File: config.mk
export PLATFORM = sky130hd
export DESIGN_NAME = fir_tap_sequencer_flat
export DESIGN_NICKNAME = d
export VERILOG_FILES = /design/src/rtl/fir_tap_sequencer_pkg.sv /design/src/rtl/fir_tap_sequencer_if.sv /design/src/rtl/fir_seq_out_slot.sv /design/src/rtl/fir_tap_sequencer.sv /design/src/flat_wrapper.sv
export SDC_FILE = /design/constraint.sdc
export NUM_CORES = 1
export LEC_CHECK = 0
export ABC_CLOCK_PERIOD_IN_PS = 1760
export BUFFER_PORTS_ARGS = -buffer_cell sky130_fd_sc_hd__clkbuf_2
export CORE_MARGIN = 4
export CORE_UTILIZATION = 50
export DETAILED_ROUTE_END_ITERATION = 6
export PLACE_DENSITY = 0.85
export SYNTH_ARGS = -nofsm -noshare
export SYNTH_HDL_FRONTEND = slang
export SYNTH_SLANG_ARGS = --single-unit
File: constraint.sdc
create_clock -name clk -period 1.76 [get_ports clk]
set_input_delay 0.176 -clock clk [delete_from_list [all_inputs] [get_ports clk]]
set_output_delay 0.176 -clock clk [all_outputs]
set_load 0.005 [all_outputs]
File: src/rtl/fir_tap_sequencer_pkg.sv
// Shared constants and types for the FIR tap sequencer.
package fir_seq_pkg;

    localparam int DATA_W   = 16;
    localparam int ACC_W    = 20;
    localparam int TAPS     = 8;
    localparam int CNT_W    = 4;              // holds 0..TAPS
    localparam int FCNT_W   = $clog2(TAPS);   // holds 0..TAPS-1 zero insertions
    localparam int COEF_SUM = 36;             // sum of filter coefficients 1..8

    localparam logic [CNT_W-1:0]  FILL_FULL = CNT_W'(TAPS);
    localparam logic [FCNT_W-1:0] ZINS_LAST = FCNT_W'(TAPS - 1);

    typedef enum logic [1:0] {
        ST_FILL  = 2'd0,
        ST_RUN   = 2'd1,
        ST_FLUSH = 2'd2
    } seq_state_e;

endpackage

File: src/rtl/fir_tap_sequencer_if.sv
// Sample-in / result-out streaming bus of the FIR tap sequencer.
// Both streams use valid/ready: a beat transfers on a rising clk edge where
// valid && ready; once valid is high, the producer holds valid and data stable
// until that transfer happens, and ready may depend combinationally on valid.
interface fir_tap_sequencer_if;
    import fir_seq_pkg::*;

    logic              s_valid;
    logic              s_ready;
    logic [DATA_W-1:0] s_data;
    logic              m_valid;
    logic              m_ready;
    logic [ACC_W-1:0]  m_data;

    // Sequencer side: consumes samples, produces results.
    modport slave (
        input  s_valid, s_data, m_ready,
        output s_ready, m_valid, m_data
    );

    // Environment side: produces samples, consumes results.
    modport master (
        output s_valid, s_data, m_ready,
        input  s_ready, m_valid, m_data
    );

endinterface

File: src/rtl/fir_seq_out_slot.sv
// One-entry output register with a pending flag: a full-window advance marks
// a result as pending, and it is captured from the filter once the slot is free.
module fir_seq_out_slot
    import fir_seq_pkg::*;
(
    input  logic             clk,
    input  logic             rst_n,
    input  logic             adv_full_i,
    input  logic [ACC_W-1:0] filt_data_out_i,
    input  logic             m_ready_i,
    output logic             pend_o,
    output logic             m_valid_o,
    output logic [ACC_W-1:0] m_data_o
);

    logic             pend_q, pend_d;
    logic             m_valid_q, m_valid_d;
    logic [ACC_W-1:0] m_data_q, m_data_d;
    logic             capture;

    // Capture the filter output when a result is pending and the slot is free.
    always_comb begin
        capture   = pend_q && (!m_valid_q || m_ready_i);
        pend_d    = adv_full_i ? 1'b1 : (capture ? 1'b0 : pend_q);
        m_valid_d = capture ? 1'b1 : (m_ready_i ? 1'b0 : m_valid_q);
        m_data_d  = capture ? filt_data_out_i : m_data_q;
    end

    // Slot registers; a pending result is dropped on reset.
    always_ff @(posedge clk or negedge rst_n) begin
        if (!rst_n) begin
            pend_q    <= 1'b0;
            m_valid_q <= 1'b0;
            m_data_q  <= '0;
        end else begin
            pend_q    <= pend_d;
            m_valid_q <= m_valid_d;
            m_data_q  <= m_data_d;
        end
    end

    assign pend_o    = pend_q;
    assign m_valid_o = m_valid_q;
    assign m_data_o  = m_data_q;

endmodule

File: src/rtl/fir_tap_sequencer.sv
// Streaming controller for the external 8-tap combinational FIR datapath.
// Keeps the sample window (tap 0 newest), drives it onto the filter and
// registers results through a one-entry valid/ready slot.
// Optional feature: define FIR_SEQ_FLUSH_EN to compile in the FLUSH state,
// which drains the window by inserting TAPS-1 zeros; otherwise flush is ignored.
module fir_tap_sequencer
    import fir_seq_pkg::*;
(
    input  logic                   clk,
    input  logic                   rst_n,
    fir_tap_sequencer_if.slave     bus,
    input  logic                   flush,
    output logic [TAPS*DATA_W-1:0] filt_data_in,
    input  logic [ACC_W-1:0]       filt_data_out,
    output logic [CNT_W-1:0]       fill_count,
    output logic                   busy,
    output seq_state_e             state_dbg
);

    logic [DATA_W-1:0] win_q [TAPS];
    logic [CNT_W-1:0]  fill_q, fill_d;
    seq_state_e        state_q;

    logic              pend, m_valid, slot_free;
    logic              accept, advance, adv_full;
    logic              flush_go, zero_ins, win_clear;
    logic [DATA_W-1:0] adv_sample;
    logic [ACC_W-1:0]  m_data;

    // An advance is allowed only if its result can eventually be captured.
    assign slot_free = !pend || !m_valid || bus.m_ready;

`ifdef FIR_SEQ_FLUSH_EN
    logic [FCNT_W-1:0] zcnt_q;

    assign bus.s_ready = (state_q != ST_FLUSH) && !flush && slot_free;
    assign flush_go    = flush && (state_q != ST_FLUSH) && (fill_q != '0);
    assign zero_ins    = (state_q == ST_FLUSH) && (zcnt_q != ZINS_LAST) && slot_free;
    assign win_clear   = (state_q == ST_FLUSH) && (zcnt_q == ZINS_LAST) && !pend;

    // Count zero insertions of the current flush.
    always_ff @(posedge clk or negedge rst_n) begin
        if (!rst_n) begin
            zcnt_q <= '0;
        end else if (flush_go) begin
            zcnt_q <= '0;
        end else if (zero_ins) begin
            zcnt_q <= zcnt_q + 1'b1;
        end
    end
`else
    logic unused_flush;

    assign unused_flush = flush;
    assign bus.s_ready  = slot_free;
    assign flush_go     = 1'b0;
    assign zero_ins     = 1'b0;
    assign win_clear    = 1'b0;
`endif

    // Advance decode: accepted sample or an internal zero, saturating fill count.
    always_comb begin
        accept     = bus.s_valid && bus.s_ready;
        advance    = accept || zero_ins;
        adv_sample = accept ? bus.s_data : '0;
        fill_d     = (advance && (fill_q != FILL_FULL)) ? fill_q + 1'b1 : fill_q;
        adv_full   = advance && (fill_d == FILL_FULL);
    end

    // Window, fill count and control state.
    always_ff @(posedge clk or negedge rst_n) begin
        if (!rst_n) begin
            for (int k = 0; k < TAPS; k++) win_q[k] <= '0;
            fill_q  <= '0;
            state_q <= ST_FILL;
        end else begin
            if (win_clear) begin
                for (int k = 0; k < TAPS; k++) win_q[k] <= '0;
                fill_q <= '0;
            end else begin
                if (advance) begin
                    for (int k = TAPS - 1; k > 0; k--) win_q[k] <= win_q[k-1];
                    win_q[0] <= adv_sample;
                end
                fill_q <= fill_d;
            end
            unique case (state_q)
                ST_FILL: begin
                    if (flush_go)      state_q <= ST_FLUSH;
                    else if (adv_full) state_q <= ST_RUN;
                end
                ST_RUN: begin
                    if (flush_go) state_q <= ST_FLUSH;
                end
                default: begin
                    if (win_clear) state_q <= ST_FILL;
                end
            endcase
        end
    end

    fir_seq_out_slot u_slot (
        .clk             (clk),
        .rst_n           (rst_n),
        .adv_full_i      (adv_full),
        .filt_data_out_i (filt_data_out),
        .m_ready_i       (bus.m_ready),
        .pend_o          (pend),
        .m_valid_o       (m_valid),
        .m_data_o        (m_data)
    );

    for (genvar k = 0; k < TAPS; k++) begin : g_taps
        assign filt_data_in[k*DATA_W +: DATA_W] = win_q[k];
    end

    assign bus.m_valid = m_valid;
    assign bus.m_data  = m_data;
    assign fill_count  = fill_q;
    assign busy        = (state_q != ST_FILL) || (fill_q != '0) || pend || m_valid;
    assign state_dbg   = state_q;

endmodule

File: src/flat_wrapper.sv
// flat-port wrapper written by rule: the top's interface ports become plain ports
module fir_tap_sequencer_flat import fir_seq_pkg::*;
  (clk, rst_n, flush, filt_data_in, filt_data_out, fill_count, busy, state_dbg, bus_s_valid, bus_s_data, bus_m_ready, bus_s_ready, bus_m_valid, bus_m_data);
  fir_tap_sequencer_if bus_i ();
  input  logic clk;
  input  logic rst_n;
  input  logic flush;
  output logic [TAPS*DATA_W-1:0] filt_data_in;
  input  logic [ACC_W-1:0] filt_data_out;
  output logic [CNT_W-1:0] fill_count;
  output logic busy;
  output seq_state_e state_dbg;
  input wire logic [$bits(bus_i.s_valid)-1:0] bus_s_valid;
  input wire logic [$bits(bus_i.s_data)-1:0] bus_s_data;
  input wire logic [$bits(bus_i.m_ready)-1:0] bus_m_ready;
  output wire logic [$bits(bus_i.s_ready)-1:0] bus_s_ready;
  output wire logic [$bits(bus_i.m_valid)-1:0] bus_m_valid;
  output wire logic [$bits(bus_i.m_data)-1:0] bus_m_data;
  assign bus_i.s_valid = bus_s_valid;
  assign bus_i.s_data = bus_s_data;
  assign bus_i.m_ready = bus_m_ready;
  assign bus_s_ready = bus_i.s_ready;
  assign bus_m_valid = bus_i.m_valid;
  assign bus_m_data = bus_i.m_data;
  fir_tap_sequencer u_core (.clk(clk), .rst_n(rst_n), .bus(bus_i), .flush(flush), .filt_data_in(filt_data_in), .filt_data_out(filt_data_out), .fill_count(fill_count), .busy(busy), .state_dbg(state_dbg));
endmodule
### Word level (Yosys, flattened, before mapping)

Cells that the tools add are included.

| word-level totals | value |
|---|---|
| bits in registers | 155 |
| output and inout bits | 157 |
| bits of input ports | 41 |
| logic and storage cells | 38 |

| cells by class | value |
|---|---|
| reductions and logical operators | 17 |
| $add $sub $neg | 1 |
| eq/ne operators | 2 |
| muxes and demuxes | 5 |

Operator list:

| operator | number |
|---|---|
| $logic_or 1x1->1 | 6 |
| $add 4x1->4 const B | 1 |
| $eq 4x4->1 const B | 1 |
| $logic_and 1x1->1 | 4 |
| $mux 1 | 4 |
| $mux 4 | 1 |
| $ne 4x4->1 const B | 1 |
| $reduce_bool 2->1 | 2 |
| $reduce_bool 4->1 | 1 |
| $logic_not 1->1 | 2 |
| $logic_not 2->1 | 1 |
| $reduce_and 2->1 | 1 |

### Longest topological paths before layout

| depth | value |
|---|---|
| depth after elaboration | 9 |
| gate-level depth with buffers | 7 |
| depth with buffers taken out | 6 |

### Modules after synthesis

Synthesis repeated with hierarchy kept, for this count alone.

| unflattened totals | value |
|---|---|
| cells, all modules | 626 |
| area, all modules | 6,142.1 um^2 |

By module, submodules not included:

| module | cells an instance | area an instance (um^2) | seq. area each (um^2) | times used |
|---|---|---|---|---|
| fir_tap_sequencer | 577 | 5,211.2 | 3,328.2 | 1 |
| fir_seq_out_slot | 49 | 930.9 | 550.5 | 1 |

### Least setup slack after synthesis

OpenSTA, ideal clock, no wires.

| timing | value |
|---|---|
| kind | register to register |
| start point | reg u_core.fill_q[0] (netlist: u_core.fill_count[0]) |
| end point | reg u_core.fill_q[1] (netlist: u_core.fill_count[1]) |
| cell stages (with the launch flop) | 6 |
| buffers on the path | 0 |
| period minus slack after synthesis | 1.396 ns |
| setup time | 0.125 ns |
| arrival time | 1.271 ns |
| required time | 1.635 ns |
| path slack | 0.364 ns |
| cell sequence | dfrtp_1 -> inv_1 -> ha_1 -> nand2_1 -> o21ai_2 -> mux2_2 |

| between the ends | value |
|---|---|
| longest elaborated chain between the ends | 3 |
| elaborated cells between the ends (all ways) | 4 |
| classes of those cells | add/sub: 1; eq/ne: 1; mux: 1; reduce/logical: 1 |

RTL lines:

| element | RTL line | source |
|---|---|---|
| start: declaration | fir_tap_sequencer.sv:21 | `logic [CNT_W-1:0] fill_q, fill_d;` |
| start signal: assignment | fir_tap_sequencer.sv:85 | `fill_q <= fill_d;` |
| branches (longest 2 deep; another with $add 4x1->4) | n/a |  |
| $mux 4 * | fir_tap_sequencer.sv:66 | `fill_d = (advance && (fill_q != FILL_FULL)) ? fill_q + 1'b1 : fill_q;` |
| via u_core.fill_d[1] | fir_tap_sequencer.sv:21 |  |

Mark *: on every way through the listed nets, which the timed path passes.
A chain may end at the register's enable or synchronous reset.

### Final worst setup path

| timing | value |
|---|---|
| start point | reg u_core.fill_q[0] (netlist: u_core.fill_count[0]) |
| end point | out busy |

| between the ends | value |
|---|---|
| longest elaborated chain between the ends | 4 |

RTL lines:

| element | RTL line | source |
|---|---|---|
| $reduce_bool 4->1 | fir_tap_sequencer.sv:120 | `assign busy = (state_q != ST_FILL) \|\| (fill_q != '0) \|\| pend \|\| m_valid;` |
| $logic_or 1x1->1 (3 in series) | fir_tap_sequencer.sv:120 |  |
| end: declaration | flat_wrapper.sv:11 | `output logic busy;` |

Every way passes these cells.

==> results.yml <==
cts:
  cts_htree_levels: 4
  cts_buffers: 17
  clock_sinks: 155
  clkLatencyLatePin_ns: 0.41
  tritoncts: "done"
  clkTransAtPathRegs_ns: 0.06
  clk_path_buf_depth: 2
  root_buffer: "clkbuf_16"
min_path:
  holdPathEnd: "u_core.u_slot.m_data_o[7]$_DFFE_PN0P_"
  holdPathStages: 2
  hold_path_startpoint: "filt_data_out[7]"
  worstHoldPathType: "in -> reg"
grt:
  gr-usage-met2_pct: 37.3
  use_met1_pct: 28.7
  track_usage_pct: 22.8
  overflow: 0
  grt_pass1_wl_mm: 25.7
  grt_pass1_vias: 5083
  grt-busiest-layer: "met2"
  globalRouteMet3Util_pct: 6.63
  grt_max_degree: 76
  antenna_found_initial: 0
pwr:
  ir_drop_mv: 1.33
  cellLeakagePower_nw: 4.67
  power_density_nw_per_um2: 1350
worst_setup_path:
  path_max_fanout: 4
  cp_cell_sequence: "inv_1, ha_4, nor4b_4, nand2_1, clkbuf_2"
  worst_ep_arrival_time_ns: 1.48
  cp_slowest_cell: "dfrtp_2"
  cp_slowest_stage_delay_ns: 0.40
  crit_type: "reg -> out"
  timing.reg2reg.worst_path_depth: 4
  timing.rr.end: "u_core.u_slot.m_data_o[7]$_DFFE_PN0P_"
  required_ns: 1.58
  start_kind: "register"
  end_kind: "output port"
  regToRegStartpoint: "u_core.u_slot.m_valid_o$_DFFE_PN0P_"
  rrSetupSlack_ns: 0.25
sta:
  fin_ws_ns: 0.103
  period_share_pct: 94.1
  fin_tns_setup_ns: 0
  max_freq_ghz: 0.604
  rsz0062_at_grt: "false"
  skew_ns: 0.00665
  fin_crit_ns: 1.66
  slew_violations: 0
  finalHoldViolCount: 0
  setup_viol: 0
final_layout:
  final_area_um2: 8130
  mostFrequentLayoutCells: "389 x nand2_1, 194 x clkbuf_2, 153 x dfrtp_1, 36 x dlygate4sd3_1, 22 x mux2_2"
  register_area_um2: 3880
  drive_above_1_share_pct: 30.5
  synthToLayoutAreaGrowth_pct: 34.7
  num_antenna_cells: 0
  stdcell_count: 1009
  fillers: 860
  final_common_cell: "nand2_1"
  num-nets-final: 897
  multiInputGateArea_um2: 1930
floorplanning:
  chipHeight_um: 118
  rows: 39
  die_w_um: 118
  initial_core_util_pct: 52.0
  io_pins: 198
  coreArea_um2: 11600
  dieArea_um2: 13900
routing:
  drtIter0Drc: 401
  wl_mm: 15.3
  antenna_left: 0
  dr.pass1.iters: 5
  routed_via_density: 4.93
  post-route-drc-count: 0
  vias: 4971
  post_drt_wl_per_cell_um: 15.2
placed_design:
  hpwlAfterDp_mm: 9.78
  placed_cells: 940
  post-place-ws_ns: 0.260
  portBuffers: 195
  gp_congestion: 0.825
  placedInstanceArea_um2: 7100
logic_synthesis:
  syn-instance-count: 626
  yosysWarnings: 0
  syn_area_per_cell_um2: 9.64
  synth.distinct_cells: 25
  synth_seq_area_share_pct: 64.3
  synth_nets: 669
  ys_seq_elements: 155
  netlist_area_um2: 6030
run_status:
  outcome: "finished clean"
job:
  drv_cap: 0
[Yosys cell counts]
| cell | number | area share [%] |
|---|---|---|
| a21oi_1 | 1 | 0.083 |
| clkbuf_1 | 3 | 0.19 |
| inv_1 | 3 | 0.19 |
| nor4b_1 | 1 | 0.15 |
| nand2b_1 | 2 | 0.21 |
| o21ai_0 | 1 | 0.083 |
| xnor2_1 | 2 | 0.29 |
| mux2i_1 | 1 | 0.17 |
| nor2_1 | 1 | 0.062 |
| conb_1 | 1 | 0.062 |
| nand4_1 | 1 | 0.10 |
| ha_1 | 2 | 0.41 |
| nand2_1 | 390 | 24 |
| mux2_2 | 22 | 4.1 |
| buf_6 | 13 | 2.4 |
| a32o_1 | 1 | 0.17 |
| buf_2 | 17 | 1.4 |
| a31o_1 | 2 | 0.29 |
| buf_4 | 1 | 0.12 |
| o21ai_2 | 1 | 0.15 |
| dfrtp_1 | 155 | 64 |
| nor2b_1 | 1 | 0.10 |
| o31ai_1 | 2 | 0.25 |
| and2_1 | 1 | 0.10 |
| nand3b_4 | 1 | 0.33 |
[metal layers]
| layer | routed length, um | vias to the layer above | share of wire, % |
|---|---|---|---|
| met2 | 7610 | 198 | 50 |
| met1 | 6320 | 2376 | 41 |
| met5 | 0 | - | 0 |
| li1 | - | 2366 | - |
| met4 | 346 | 0 | 2.3 |
| met3 | 1040 | 31 | 6.8 |
[repair_timing]
action                                  4_1_cts  5_1_grt
endpoints found under the setup margin        1        1
buffers inserted                              2        0
resized for setup                             5        1
hold buffers                                 36        0
cloned                                        0        0
hold endpoints to repair                     79        0
[area by class of cell]
class | count | share of cell area (%)
Sequential cell | 155 | 47.7
Multi-Input combinational cell | 434 | 23.7
Timing Repair Buffer | 243 | 18.5
Clock buffer | 24 | 5.93
Tap cell | 143 | 2.20
Clock inverter | 7 | 1.69
Inverter | 3 | 0.139
[stage by stage]
stage,util [%],hold slack [ns],power [mW]
2_1_floorplan,-,-0.120,5.89
4_1_cts,69.9,0.0278,11.0
6_report,70.0,0.0385,11.0
5_1_grt,70.0,0.0331,11.5
3_3_place_gp,61.2,0.139,6.90
3_5_place_dp,61.2,0.143,7.02
[cells by family after synthesis]
group	synth area share, %
AO/OA/AOI/OAI	1.02
XOR/XNOR	0.290
adder cells (fa/ha/maj)	0.415
buffers and inverters	4.33
flip-flops	64.3
multiplexers	4.27
other	0.0622
AND/OR/NAND/NOR	25.3
[state kept, by name, indices dropped and copies added (netlist names)]
signal and count:
u_core.filt_data_in 128, u_core.u_slot.m_data_o 20, u_core.fill_count 4, u_core.state_dbg 1, u_core.u_slot.m_valid_o 1, u_core.u_slot.pend_o 1
[where the power goes]
| group | internal [mW] | switching [mW] |
|---|---|---|
| registers | 4.28 | 0.585 |
| clock network | 2.48 | 1.34 |
| logic | 1.18 | 1.13 |
[worst max path at each step]
stage                                        start                        endpoint  slack (ns)  depth (start not counted)
global route        u_core.fill_count[0]$_DFF_PN0_                            busy      0.0007                          5
finish              u_core.fill_count[0]$_DFF_PN0_                            busy        0.10                          5
floorplan           u_core.fill_count[0]$_DFF_PN0_  u_core.fill_count[1]$_DFF_PN0_        0.36                          5
global placement    u_core.fill_count[0]$_DFF_PN0_  u_core.fill_count[1]$_DFF_PN0_        0.29                          5
detailed placement  u_core.fill_count[0]$_DFF_PN0_  u_core.fill_count[1]$_DFF_PN0_        0.26                          5
CTS                 u_core.fill_count[1]$_DFF_PN0_                            busy        0.05                          5
[worst max-delay path: cells and delay by family, from the launching register on]
kind | cells | cell delay (ns)
buffers and inverters | 2 | 0.21
adders and majority gates | 1 | 0.16
and+or+nand+nor | 2 | 0.30
DFF | 1 | 0.40
Note: power is estimated with default switching activity, not from simulation.
